<file path="config.mk">
export PLATFORM = sky130hd
export DESIGN_NAME = mem_access_sequencer
export DESIGN_NICKNAME = d
export VERILOG_FILES = /design/src/rtl/mem_access_sequencer.sv
export SDC_FILE = /design/constraint.sdc
export NUM_CORES = 1
export LEC_CHECK = 0
export CORE_UTILIZATION = 30
export DETAILED_ROUTE_END_ITERATION = 12
export PLACE_DENSITY = 0.58
export SYNTH_ARGS = -nofsm -noshare
export SYNTH_HDL_FRONTEND = slang
export SYNTH_SLANG_ARGS = --single-unit
</file>
<file path="constraint.sdc">
create_clock -name Clk -period 2.3 [get_ports Clk]
set_input_delay 0.575 -clock Clk [delete_from_list [all_inputs] [get_ports Clk]]
set_output_delay 0.575 -clock Clk [all_outputs]
set_load 0.01 [all_outputs]
</file>
<file path="src/rtl/mem_access_sequencer.sv">
// Sequences one load or store through MAR, MDR and the RAM, handling the MFC
// handshake, doubleword split into two word beats, and alignment/timeout traps.
module mem_access_sequencer #(
    parameter int unsigned TIMEOUT = 16,
    parameter int unsigned CNT_W   = 5
) (
    input  logic       Clk,
    input  logic       Clr,
    input  logic       start,
    input  logic       is_store,
    input  logic [1:0] size,
    input  logic       sign,
    input  logic [2:0] addr_lo,
    input  logic       MFC,
    output logic       MAR_Enable,
    output logic       MDR_Enable,
    output logic       MDR_Mux_select,
    output logic       RAM_enable,
    output logic [5:0] RAM_OpCode,
    output logic       mar_inc,
    output logic       rd_second,
    output logic       busy,
    output logic       done,
    output logic       align_trap,
    output logic       timeout_trap
);

    localparam int unsigned OP_W = 6;

    typedef enum logic [3:0] {
        S_IDLE,
        S_ADDR,
        S_WDATA,
        S_ACCESS,
        S_CAPTURE,
        S_NEXT,
        S_DONE,
        S_FAULT_A,
        S_FAULT_T
    } state_t;

    localparam logic [1:0] SZ_BYTE = 2'b00;
    localparam logic [1:0] SZ_HALF = 2'b01;
    localparam logic [1:0] SZ_WORD = 2'b10;
    localparam logic [1:0] SZ_DW   = 2'b11;

    state_t             state, state_next;
    logic               cmd_store, cmd_store_next;
    logic               cmd_sign, cmd_sign_next;
    logic [1:0]         cmd_size, cmd_size_next;
    logic               beat2, beat2_next;
    logic [CNT_W-1:0]   cnt, cnt_next;

    logic               aligned_c;
    logic               dw_first_c;
    logic [1:0]         size_eff_c;

    logic               mar_en_n, mdr_en_n, mdr_mux_n, ram_en_n;
    logic [OP_W-1:0]    opcode_n;
    logic               mar_inc_n, rd_second_n, busy_n, done_n;
    logic               align_trap_n, timeout_trap_n;

    // Alignment is judged on the live request inputs, only meaningful on start in IDLE.
    always_comb begin
        aligned_c = 1'b1;
        case (size)
            SZ_HALF: aligned_c = (addr_lo[0] == 1'b0);
            SZ_WORD: aligned_c = (addr_lo[1:0] == 2'b00);
            SZ_DW:   aligned_c = (addr_lo == 3'b000);
            default: aligned_c = 1'b1;
        endcase
    end

    assign dw_first_c = (cmd_size == SZ_DW) && !beat2;

    // Next-state, command/beat/counter update and next-cycle output decode.
    always_comb begin
        state_next     = state;
        cmd_store_next = cmd_store;
        cmd_sign_next  = cmd_sign;
        cmd_size_next  = cmd_size;
        beat2_next     = beat2;
        cnt_next       = cnt;
        mar_en_n       = 1'b0;
        mdr_en_n       = 1'b0;
        mdr_mux_n      = 1'b0;
        ram_en_n       = 1'b0;
        opcode_n       = '0;
        mar_inc_n      = 1'b0;
        rd_second_n    = 1'b0;
        busy_n         = 1'b0;
        done_n         = 1'b0;
        align_trap_n   = 1'b0;
        timeout_trap_n = 1'b0;
        size_eff_c     = SZ_BYTE;

        case (state)
            S_IDLE: begin
                if (start) begin
                    cmd_store_next = is_store;
                    cmd_sign_next  = sign;
                    cmd_size_next  = size;
                    beat2_next     = 1'b0;
                    state_next     = aligned_c ? S_ADDR : S_FAULT_A;
                end
            end
            S_ADDR:    state_next = cmd_store ? S_WDATA : S_ACCESS;
            S_WDATA:   state_next = S_ACCESS;
            S_ACCESS: begin
                if (MFC) begin
                    if (!cmd_store)     state_next = S_CAPTURE;
                    else if (dw_first_c) state_next = S_NEXT;
                    else                state_next = S_DONE;
                end else if (cnt == CNT_W'(TIMEOUT - 1)) begin
                    state_next = S_FAULT_T;
                end
            end
            S_CAPTURE: state_next = dw_first_c ? S_NEXT : S_DONE;
            S_NEXT:    state_next = cmd_store ? S_WDATA : S_ACCESS;
            S_DONE:    state_next = S_IDLE;
            S_FAULT_A: state_next = S_IDLE;
            S_FAULT_T: state_next = S_IDLE;
            default:   state_next = S_IDLE;
        endcase

        // Counter restarts on every entry to ACCESS and counts cycles spent there.
        if (state == S_ACCESS) begin
            cnt_next = cnt + CNT_W'(1);
        end
        if ((state != S_ACCESS) && (state_next == S_ACCESS)) begin
            cnt_next = '0;
        end
        if (state_next == S_NEXT) begin
            beat2_next = 1'b1;
        end

        size_eff_c = (cmd_size_next == SZ_DW) ? SZ_WORD : cmd_size_next;
        busy_n     = (state_next != S_IDLE);

        case (state_next)
            S_ADDR:    mar_en_n = 1'b1;
            S_WDATA:   mdr_en_n = 1'b1;
            S_ACCESS: begin
                ram_en_n = 1'b1;
                opcode_n = {2'b00, cmd_sign_next & ~cmd_store_next, cmd_store_next, size_eff_c};
            end
            S_CAPTURE: begin
                mdr_en_n    = 1'b1;
                mdr_mux_n   = 1'b1;
                rd_second_n = beat2_next;
            end
            S_NEXT: begin
                mar_en_n  = 1'b1;
                mar_inc_n = 1'b1;
            end
            S_DONE:    done_n         = 1'b1;
            S_FAULT_A: align_trap_n   = 1'b1;
            S_FAULT_T: timeout_trap_n = 1'b1;
            default:   ;
        endcase
    end

    always_ff @(posedge Clk or negedge Clr) begin
        if (!Clr) begin
            state     <= S_IDLE;
            cmd_store <= 1'b0;
            cmd_sign  <= 1'b0;
            cmd_size  <= SZ_BYTE;
            beat2     <= 1'b0;
            cnt       <= '0;
        end else begin
            state     <= state_next;
            cmd_store <= cmd_store_next;
            cmd_sign  <= cmd_sign_next;
            cmd_size  <= cmd_size_next;
            beat2     <= beat2_next;
            cnt       <= cnt_next;
        end
    end

    // Outputs are registered from the decode of the next state, so they track the state register.
    always_ff @(posedge Clk or negedge Clr) begin
        if (!Clr) begin
            MAR_Enable     <= 1'b0;
            MDR_Enable     <= 1'b0;
            MDR_Mux_select <= 1'b0;
            RAM_enable     <= 1'b0;
            RAM_OpCode     <= '0;
            mar_inc        <= 1'b0;
            rd_second      <= 1'b0;
            busy           <= 1'b0;
            done           <= 1'b0;
            align_trap     <= 1'b0;
            timeout_trap   <= 1'b0;
        end else begin
            MAR_Enable     <= mar_en_n;
            MDR_Enable     <= mdr_en_n;
            MDR_Mux_select <= mdr_mux_n;
            RAM_enable     <= ram_en_n;
            RAM_OpCode     <= opcode_n;
            mar_inc        <= mar_inc_n;
            rd_second      <= rd_second_n;
            busy           <= busy_n;
            done           <= done_n;
            align_trap     <= align_trap_n;
            timeout_trap   <= timeout_trap_n;
        end
    end

endmodule

</file>
==> impl_metrics.ini, run 1 <==
[drt]
via_per_inst = 4.88
ant_nets = 0
routedWlPerCell_um = 13.4
drtPass1Iterations = 4
num_vias = 922
drc = 0
drt_iter0_drc = 60
drt_wl_total_um = 2530

[finish]
seqCellArea_um2 = 701
area.growth.synth_to_final_pct = 29.5
num-fill-cells = 402
multi_input_area_um2 = 526
drive_above_1_share_pct = 17.3
nNetsFinal = 153
antennaDiodeCount = 0
final_cells = 189

[yosys]
syn_area_per_cell_um2 = 11.6
yosys.cell_types.count = 39
ys_ff_latch = 28
synth_top_area_share_pct = 55.4
synth-edff-count = 0
yosys_warnings = 0
ys.flop_type = dfrtp_1
yosysSeqAreaShare_pct = 55.4
async_reset_ff_share_pct = 100
synth_area_mm2 = 0.00126
syn_inst = 109
yosys.area.top_type = dfrtp_1
synth_area_leaders = dfrtp_1 (55%), nand2_1 (3.0%), nor2_1 (3.0%)

[power_and_ir_drop]
combPwrFrac_pct = 47.3
clock_power_share_pct = 14.5
swShare_pct = 38.1
total_leakage_power_nw = 0.706
power_frac_seq_pct = 38.1
powerDensity_mw_per_mm2 = 1250
p_sw_w = 0.000778
ir_drop_v = 0.000655
intPower_w = 0.00126

[placement]
io_buffers = 24
dp.cells = 185
hpwl_um = 1870
gp_congestion = 0.833
preCtsSetupSlack_ps = 30.1

[cts]
clkSinkCount = 28
cts_tree = done
cts_setup_buffers = 0
htree_levels = 1
cts_buffers = 3
clockBufferDepth = 2
clockRootBuffer = clkbuf_8
cts_hold_buf = 0
insertion_delay_ps = 270
clk_pin_slew_ps = 90
post_cts_resized = 0

[critical_path]
cp.arrival_ps = 2210
crit_type = register to register
critPathLaunchType = register
cp_slowest_stage_delay_ps = 420
cpLargestDelayFamily = compound AO/OA/AOI/OAI gates
crit_slowest_cell = dfrtp_1
path_common_cell = ha_1
critPathRequiredTime_ps = 2430
worstPathMaxFanout = 8
crit_chain = ha_1, and3_1, ha_1, o21a_1, o21ai_0, buf_4, o2bb2ai_2, o21ai_4, clkinv_4, a31oi_1
critical_path_buf_inv_count = 2
end_kind = register

[grt]
antenna_found_initial = 0
grt_pass1_wl_um = 4420
grt_max_degree = 29
grt_overflow = 0
grt_pass1_vias = 918
grt_use_total_pct = 13.4

[min_path]
hold_path_class = register to register

[floorplanning]
die-width_um = 66.9
initial_core_util_pct = 31.4
core_mm2 = 0.00403
rows = 23
ios = 27
die_area_mm2 = 0.00448
die_y_um = 66.9

[run]
maxCapViolations = 0

[timing]
rsz0062_at_grt = false
period_minus_slack_ps = 2080
slew_viol_final = 0
tightest_slew_ps = 512
slew_headroom_pct = 65.8
hold_viol_final = 0
fmax_mhz = 480
skew_ps = 7.62
setup_viol = 0
hold_slack_ps = 497
finalWorstSetupSlack_ps = 217
tns_ps = 0
min_period_over_period_pct = 90.6

[outcome]
status = finished, final reports clean
-- worst paths after layout --
check	start	endpoint	slack [ps]	depth (start not counted)
max	cnt[0]$_DFFE_PN0P_	cnt[4]$_DFFE_PN0P_	220	10
min	cmd_sign$_DFF_PN0_	cmd_sign$_DFF_PN0_	500	1
max reg2reg	cnt[0]$_DFFE_PN0P_	cnt[4]$_DFFE_PN0P_	220	10
min reg2reg	cmd_sign$_DFF_PN0_	cmd_sign$_DFF_PN0_	500	1
max in group asynchronous	Clr	cnt[1]$_DFFE_PN0P_	1360	2
min in group asynchronous	Clr	mar_inc$_DFF_PN0_	680	2
-- through the flow --
step                      total power (W)  area, um^2  util (%)
after floorplan                   0.00140        1270         -
after global placement            0.00173        1580      39.3
after detailed placement          0.00175        1580      39.3
after CTS                         0.00206        1640      40.7
after global routing              0.00221        1640      40.7
final                             0.00204        1640      40.7
-- worst register-to-register path, stage by stage, from the launching register on --
cell and delay (ps):
dfrtp_1 420, ha_1 220, and3_1 180, ha_1 210, o21a_1 180, o21ai_0 150
buf_4 150, o2bb2ai_2 150, o21ai_4 120, clkinv_4 90, a31oi_1 90
-- layer usage --
layer	GRT usage [%]	share of wire [%]	wire length, um	vias to the layer above
li1	-	-	-	438
met1	17.3	47	1180	458
met2	21.3	47	1200	24
met3	4.62	4.9	125	2
met4	3.19	0.99	25	0
met5	0	0	0	-
-- layout make-up --
type	instances	share of cell area, %
clock buffers	4	3.36
inverters	5	1.45
multi-input cells	74	32.1
flip-flops and latches	28	42.8
well taps	50	3.82
repair buffers	28	16.5
-- placed cells by master (no fill, tap or decap), types with 2 or more instances in the layout --
| cell type | synthesis | routed |
|---|---|---|
| nand2_1 | 10 | 10 |
| a21oi_1 | 3 | 3 |
| nor2b_1 | 2 | 2 |
| mux2_2 | 3 | 3 |
| o21ai_0 | 5 | 5 |
| nand2b_1 | 3 | 3 |
| nor2_1 | 10 | 10 |
| conb_1 | 1 | 2 |
| ha_1 | 2 | 2 |
| clkbuf_8 | 0 | 4 |
| and2_1 | 2 | 2 |
| nor3_1 | 2 | 2 |
| nand4_1 | 2 | 2 |
| o21ai_1 | 2 | 2 |
| nor3b_2 | 2 | 2 |
| xor2_1 | 2 | 2 |
| a31oi_1 | 4 | 4 |
| dfrtp_1 | 28 | 28 |
| inv_1 | 3 | 3 |
| clkdlybuf4s50_1 | 0 | 24 |
| o21bai_1 | 2 | 2 |
| buf_4 | 2 | 4 |
-- power groups by stage --
stage	clock network, W	logic (W)	registers (W)
after detailed placement	0	0.000963	0.000785
after global placement	0	0.000955	0.000779
final	0.000297	0.000966	0.000778
after floorplan	0	0.000610	0.000792
after CTS	0.000312	0.000971	0.000775
after global routing	0.000340	0.00107	0.000797
-- flip-flops by register name, summed over array words and instances (netlist names), 2 cells and up --
| register | count |
|---|---|
| cnt | 5 |
| RAM_OpCode | 4 |
| state | 4 |
| cmd_size | 2 |
-- synthesized netlist by cell type, types with 2 or more instances --
library cell and count:
a21oi_1 3, a31oi_1 4, and2_1 2, buf_4 2
dfrtp_1 28, ha_1 2, inv_1 3, mux2_2 3
nand2_1 10, nand2b_1 3, nand4_1 2, nor2_1 10
nor2b_1 2, nor3_1 2, nor3b_2 2, o21ai_0 5
o21ai_1 2, o21bai_1 2, xor2_1 2
-- logic make-up after synthesis --
family	share of synthesized area, %
AND/OR/NAND/NOR	19.1
flip-flops	55.4
AO/OA/AOI/OAI	15.0
buffers and inverters	3.36
multiplexers	3.46
adder cells (fa/ha/maj)	1.98
XOR/XNOR	1.39
other	0.296
Note: power is estimated with default switching activity, not from simulation.
==> run 2: changes to the inputs <==
- PLACE_DENSITY: 0.58 -> default
==> run 2 against run 1 <==
Against the previous run:
- via count shrank 3.4%
- combinational power grew 0.7%
- cell count shrank 0.53%
- design area shrank 0.84%
- flip-flop and latch count is the same
- core utilization shrank 0.34 points
- worst hold slack gained 3.1 ps
==> impl_metrics.ini, run 2 (same netlist as run 1, synthesis figures left out) <==
[drt]
via_per_inst = 4.74
num_vias = 891
drt_iter0_drc = 49
routedWlPerCell_um = 13.1
drtPass1Iterations = 4
ant_nets = 0
drc = 0
drt_wl_total_um = 2470

[grt]
grt_pass1_wl_um = 4310
antenna_found_initial = 0
grt_pass1_vias = 921
grt_max_degree = 29
grt_use_total_pct = 13.0
grt_overflow = 0

[cts]
cts_hold_buf = 0
clk_pin_slew_ps = 90
clkSinkCount = 28
cts_buffers = 3
insertion_delay_ps = 270
cts_tree = done
cts_setup_buffers = 0
clockBufferDepth = 2
post_cts_resized = 0
htree_levels = 1
clockRootBuffer = clkbuf_8

[finish]
final_cell_mix = dfrtp_1 (28), clkdlybuf4s50_1 (24), nor2_1 (10), nand2_1 (10), o21ai_0 (5)
largest_reg_flops = 5
drive_above_1_share_pct = 16.7
area.growth.synth_to_final_pct = 28.4
final_common_cell = dfrtp_1
antennaDiodeCount = 0
top_register = cnt
nNetsFinal = 153
reg_top3 = cnt (5), RAM_OpCode (4), state (4)

[power_and_ir_drop]
powerDensity_mw_per_mm2 = 1230
ir_drop_v = 0.000586
total_leakage_power_nw = 0.699
total_power_w = 0.00201

[critical_path]
cp.arrival_ps = 2260
end_kind = register
crit_chain = ha_1, and3_1, ha_1, o21a_1, o21ai_0, buf_4, o2bb2ai_2, o21ai_4, clkinv_4, a31oi_1
path_common_cell = ha_1
worstPathMaxFanout = 8
critPathRequiredTime_ps = 2440
cp_slowest_stage_delay_ps = 410
crit_slowest_cell = dfrtp_1
crit_type = register to register
critPathLaunchType = register

[floorplanning]
die-width_um = 66.9
initial_core_util_pct = 31.4
die_area_mm2 = 0.00448
rows = 23
ios = 27
die_y_um = 66.9
core_mm2 = 0.00403

[placement]
preCtsSetupSlack_ps = 50.0
io_buffers = 24
gp_congestion = 0.889
hpwl_um = 1860

[run]
maxCapViolations = 0

[timing]
fmax_mhz = 471
slew_headroom_pct = 64.4
rsz0062_at_grt = false
tightest_slew_ps = 532
hold_viol_final = 0
tns_ps = 0
skew_ps = 3.17
finalWorstSetupSlack_ps = 177
setup_viol = 0
slew_viol_final = 0
period_minus_slack_ps = 2120
min_period_over_period_pct = 92.3

[min_path]
hold_path_class = register to register

[outcome]
status = finished, final reports clean
-- run 2: where the power goes --
part,leakage [nW],total [W],switching (W),internal [W]
clock network,0.0216,0.000260,0.000142,0.000118
registers,0.361,0.000772,0.000115,0.000657
logic,0.316,0.000973,0.000519,0.000453
total,0.699,0.00201,0.000777,0.00123
-- run 2: cell type report --
cell class,count,area [um^2]
flip-flops and latches,28,701
clock buffers,3,41.3
multi-input cells,74,526
well taps,50,62.6
repair buffers,28,270
inverters,5,23.8
fillers,404,2400
-- run 2: worst max-delay path, delay by kind of cell, from the launching register on --
family | cells | cell delay [ps]
simple gates | 1 | 180
fa+ha+maj | 2 | 430
buf+inv | 2 | 240
compound gates | 5 | 710
flops | 1 | 410
-- run 2: metrics by stage --
step / cells / hold WS [ps] / util, % / cell area (um^2)
final: 188 / 500 / 40.3 / 1620
after global routing: 188 / 526 / 40.3 / 1620
after CTS: 188 / 503 / 40.3 / 1620
after detailed placement: 185 / 485 / 39.3 / 1580
after global placement: 185 / 483 / 39.3 / 1580
after floorplan: 110 / 279 / - / 1270
-- run 2: worst paths after layout --
path,startpoint,endpoint,slack (ps),cells after the start
setup reg to reg,cnt[0]$_DFFE_PN0P_,cnt[2]$_DFFE_PN0P_,180,10
hold / removal,cmd_sign$_DFF_PN0_,cmd_sign$_DFF_PN0_,500,1
min in group asynchronous,Clr,cmd_size[1]$_DFF_PN0_,670,2
hold reg to reg,cmd_sign$_DFF_PN0_,cmd_sign$_DFF_PN0_,500,1
setup / recovery,cnt[0]$_DFFE_PN0P_,cnt[2]$_DFFE_PN0P_,180,10
max in group asynchronous,Clr,beat2$_DFF_PN0_,1380,2
-- run 2: per-layer routing --
metal | global-route usage (%) | wire [um] | vias up
li1 | - | - | 435
met5 | 0 | 0 | -
met1 | 16.3 | 1130 | 423
met4 | 3.19 | 33 | 0
met2 | 21.7 | 1180 | 28
met3 | 3.94 | 126 | 5
==> run 3: changes to the inputs <==
- CORE_MARGIN: default -> 1
==> results of run 3 <==
Final layout, timing and power as in run 2 (identical DEF).
==> variant 1, RTL diff (settings of run 3) <==
Change the parameter `CNT_W` from 5 to 10.
--- a/src/rtl/mem_access_sequencer.sv
+++ b/src/rtl/mem_access_sequencer.sv
@@ -2,7 +2,7 @@
 // handshake, doubleword split into two word beats, and alignment/timeout traps.
 module mem_access_sequencer #(
     parameter int unsigned TIMEOUT = 16,
-    parameter int unsigned CNT_W   = 5
+    parameter int unsigned CNT_W   = 10
 ) (
     input  logic       Clk,
     input  logic       Clr,
Function: same outputs for any inputs over 10 cycles, from zero or initial values; that may be too few to reach the edited logic, so the function may still have changed.
==> variant 1 against run 3 <==
- non-clock buffer count unchanged
- worst hold slack worse by 0.025 ns
- register-to-register slack better by 0.32 ns
- synthesized area up 21%
- sequential cell count up 5
- design area up 21%
- total power up 12%
- combinational power down 2.4%
- critical path depth down 5
- clock skew up 0.0042 ns
- worst setup slack better by 0.23 ns
- synthesized cell count up 28%
- sequential share of layout area down 1.0 points
- routed wire length up 23%
- critical path type is now input port to flop
==> variant 1: results (changes against run 3) <==
metric	value	unit	change
slowest_delay	0.51	ns	+0.10 ns
synth_cells	139		+28%
dp.cells	231		+25%
gp_congestion	0.7537		-15%
place_hpwl	2.197	mm	+18%
synth.area.top_cells	dfrtp_1 54%, nand2_1 3.2%, nor2_1 2.7%, and2_1 2.4%, nor3b_2 2.4%		
viasPerCell	4.777		+0.80%
num_vias	1137		+28%
synth_common_cells	33 x dfrtp_1, 13 x nand2_1, 11 x nor2_1, 7 x o21ai_0, 6 x and2_1		
grt_usage	13.80	%	+0.76 points
p_leak	0.8387	nW	+20%
relSlewSlack	57.73	%	-6.7 points
crit_family	simple AND/OR/NAND/NOR gates		
clk_pin_slew_worst_paths	0.07	ns	-0.02 ns
clock_skew	0.007336	ns	+0.004171 ns
biggestRegsByFlops	cnt x10, RAM_OpCode x4, state x4		
async_flop_share	100.0	%	unchanged
powerClk	0.442	mW	+70%
cp_max_fo	5		-3
vdd_ir_drop_max	0.6681	mV	+14%
sequentialPowerShare	38.2	%	-0.3 points
cts_buffers	5		+2
p_int	1.455	mW	+18%
postPlaceCellArea	0.001869	mm^2	+18%
seq_area_frac_synth	53.83	%	-1.6 points
status	finished clean		
h-tree-depth	2		+1
grt_util_met2	21.81	%	+0.097 points
layout.nets	183		+20%
grt_pass1_wl	5.520	mm	+28%
met1_usage	17.41	%	+1.1 points
synth.area.mux_share	4.241	%	+0.78 points
synth_fa_ha_area_share	0.8157	%	-1.2 points
drive_gt1_share	14.04	%	-2.6 points
cp_slowest_cell	or4_1		
wl	3.045	mm	+23%
[variant 1: cell types whose count changed after synthesis, moves of 3 or more]
cell / before / now
dfrtp_1: 28 / 33
and2_1: 2 / 6
nand3_1: 1 / 5
a31oi_1: 4 / 0
nand2_1: 10 / 13
[variant 1: per-stage QoR]
stage | total power [mW] | utilization [%] | worst slack [ns]
after detailed placement | 1.829 | 38.81 | 0.1082
final | 2.252 | 40.68 | 0.4102
after CTS | 2.284 | 40.68 | 0.4169
after global routing | 2.427 | 40.68 | 0.3335
after global placement | 1.808 | 38.81 | 0.1311
after floorplan | 1.482 | - | 0.5262
[variant 1: cells by family (layout without fill, tap and decap cells)]
kind of cell             Yosys count  after routing
adder cells (fa/ha/maj)            1              1
buffers and inverters              7             38
AO/OA/AOI/OAI                     28             28
XOR/XNOR                           1              1
flip-flops                        33             33
multiplexers                       6              6
other                              1              2
AND/OR/NAND/NOR                   62             62
[variant 1: worst paths after layout]
kind | startpoint | end | slack (ns) | depth (start not counted)
max in group asynchronous | Clr | cnt[0] | 1.31 | 2
min | cnt[9] | cnt[9] | 0.47 | 1
min reg2reg | cnt[9] | cnt[9] | 0.47 | 1
max reg2reg | state[1] | RAM_OpCode[2] | 0.50 | 4
min in group asynchronous | Clr | MAR_Enable | 0.69 | 2
max | start | busy | 0.41 | 5
[variant 1: per-layer routing]
metal / wire length [um] / vias to the layer above / part of all wire (%)
met2: 1475 / 25 / 48
li1: - / 557 / -
met5: 0 / - / 0
met3: 114 / 5 / 3.7
met4: 38 / 0 / 1.2
met1: 1417 / 550 / 47
[variant 1: final cells by class]
type	instances	area [um^2]
fillers	473	2858
multi-input cells	100	678.2
clock inverters	1	7.507
repair buffers	28	270.3
well taps	67	83.83
clock buffers	6	82.58
flip-flops and latches	33	825.8
inverters	3	11.26
==> variant 2, RTL diff (settings of run 3) <==
Without the edit above. Register the inputs `start`, `is_store`, `size`, `sign`, `addr_lo` and `MFC` before use. The logic sees them one clock later.
--- a/src/rtl/mem_access_sequencer.sv
+++ b/src/rtl/mem_access_sequencer.sv
@@ -44,6 +44,31 @@
     localparam logic [1:0] SZ_WORD = 2'b10;
     localparam logic [1:0] SZ_DW   = 2'b11;
 
+    logic start_q;
+    logic is_store_q;
+    logic [1:0] size_q;
+    logic sign_q;
+    logic [2:0] addr_lo_q;
+    logic MFC_q;
+
+    always_ff @(posedge Clk or negedge Clr) begin
+        if (!Clr) begin
+            start_q    <= '0;
+            is_store_q <= '0;
+            size_q     <= '0;
+            sign_q     <= '0;
+            addr_lo_q  <= '0;
+            MFC_q      <= '0;
+        end else begin
+            start_q    <= start;
+            is_store_q <= is_store;
+            size_q     <= size;
+            sign_q     <= sign;
+            addr_lo_q  <= addr_lo;
+            MFC_q      <= MFC;
+        end
+    end
+
     state_t             state, state_next;
     logic               cmd_store, cmd_store_next;
     logic               cmd_sign, cmd_sign_next;
@@ -63,10 +88,10 @@
     // Alignment is judged on the live request inputs, only meaningful on start in IDLE.
     always_comb begin
         aligned_c = 1'b1;
-        case (size)
-            SZ_HALF: aligned_c = (addr_lo[0] == 1'b0);
-            SZ_WORD: aligned_c = (addr_lo[1:0] == 2'b00);
-            SZ_DW:   aligned_c = (addr_lo == 3'b000);
+        case (size_q)
+            SZ_HALF: aligned_c = (addr_lo_q[0] == 1'b0);
+            SZ_WORD: aligned_c = (addr_lo_q[1:0] == 2'b00);
+            SZ_DW:   aligned_c = (addr_lo_q == 3'b000);
             default: aligned_c = 1'b1;
         endcase
     end
@@ -96,10 +121,10 @@
 
         case (state)
             S_IDLE: begin
-                if (start) begin
-                    cmd_store_next = is_store;
-                    cmd_sign_next  = sign;
-                    cmd_size_next  = size;
+                if (start_q) begin
+                    cmd_store_next = is_store_q;
+                    cmd_sign_next  = sign_q;
+                    cmd_size_next  = size_q;
                     beat2_next     = 1'b0;
                     state_next     = aligned_c ? S_ADDR : S_FAULT_A;
                 end
@@ -107,7 +132,7 @@
             S_ADDR:    state_next = cmd_store ? S_WDATA : S_ACCESS;
             S_WDATA:   state_next = S_ACCESS;
             S_ACCESS: begin
-                if (MFC) begin
+                if (MFC_q) begin
                     if (!cmd_store)     state_next = S_CAPTURE;
                     else if (dw_first_c) state_next = S_NEXT;
                     else                state_next = S_DONE;
Function: changed (a bounded check fails within 4 cycles, from zero or initial values).
==> variant 2 against run 3 <==
- combinational power fell by 4.4%
- total power rose by 19%
- sequential cell count rose by 9
- count of clock-buffer cells in the layout rose by 4
- global-route usage fell by 1.4 points
- design area rose by 17%
- worst setup slack improved by 0.010 ns
- synthesized area rose by 18%
- clock skew rose by 0.0098 ns
- routed wire length rose by 6.5%
- via count rose by 5.8%
- largest cell class unchanged
- largest power group is now registers
==> variant 2: results (changes against run 3) <==
metric	value	unit	change
hold_path_startpoint	cmd_size[0]		
synth.area.mux_share	2.939	%	-0.52 points
synth_common_cells	37 x dfrtp_1, 10 x nand2_1, 10 x nor2_1, 5 x o21ai_0, 4 x a31oi_1		
postPlaceCellArea	0.001807	mm^2	+14%
fin_util	40.13	%	-0.18 points
worst_pin_slew	0.5171	ns	-0.01482 ns
status	finished clean		
drtIter0Drc	42		-14%
grt_max_degree	38		+31%
biggestRegsByFlops	cnt x5, RAM_OpCode x4, state x4		
insertion_delay	0.29	ns	+0.02 ns
clock_sinks	37		+32%
cts_buffers	5		+2
ff2ff_path_depth	9		-1
wl	2.629	mm	+6.5%
clock_buffers	7		+4
clock_skew	0.01292	ns	+0.009758 ns
drive_gt1_share	16.78	%	+0.11 points
grt_pass1_vias	945		+2.6%
dp_slack	0.1117	ns	+0.06171 ns
synth.area.top_cells	dfrtp_1 62%, nand2_1 2.5%, nor2_1 2.5%, mux2_2 2.3%, a31oi_1 1.7%		
hold_depth	2		+1
nFillCells	469		+16%
hold_end	cmd_size[0]		
clk_share	5.311	%	+2.8 points
synth_compound_area_share	12.76	%	-2.3 points
gp_congestion	0.7915		-11%
vdd_ir_drop_max	0.4390	mV	-25%
viasPerCell	4.366		-7.9%
antenna_found_initial	0		unchanged
synth_xor_area_share	1.175	%	-0.21 points
grt_pass1_wl	4.533	mm	+5.3%
syn-cell-area	0.001490	mm^2	+18%
layout.nets	161		+5.2%
seq_area_frac_synth	62.13	%	+6.7 points
fin_cells	216		+15%
dp.cells	208		+12%
place_hpwl	1.914	mm	+3.1%
h-tree-depth	2		+1
[variant 2: changes by cell type after synthesis, sizes merged]
cell and delta:
dfrtp +9
[variant 2: per-layer routing]
metal / global-route usage, % / up-vias / share of wire [%]
met2: 17.03 / 27 / 48
met5: 0 / - / 0
met4: 5.447 / 0 / 1.9
met3: 5.000 / 6 / 5.7
li1: - / 463 / -
met1: 14.94 / 447 / 45
[variant 2: power breakdown]
| group | switching, mW | internal, mW |
|---|---|---|
| Clock | 0.221 | 0.271 |
| Sequential | 0.125 | 0.830 |
| Combinational | 0.508 | 0.422 |
[variant 2: worst max path at each step]
stage | start | end | slack (ns)
6_report | cnt[0] | cnt[2] | 0.19
5_1_grt | cnt[0] | cnt[2] | 0.07
2_1_floorplan | cnt[0] | cnt[1] | 0.32
3_3_place_gp | cnt[0] | cnt[1] | 0.20
3_5_place_dp | cnt[0] | cnt[3] | 0.11
4_1_cts | cnt[0] | cnt[3] | 0.07
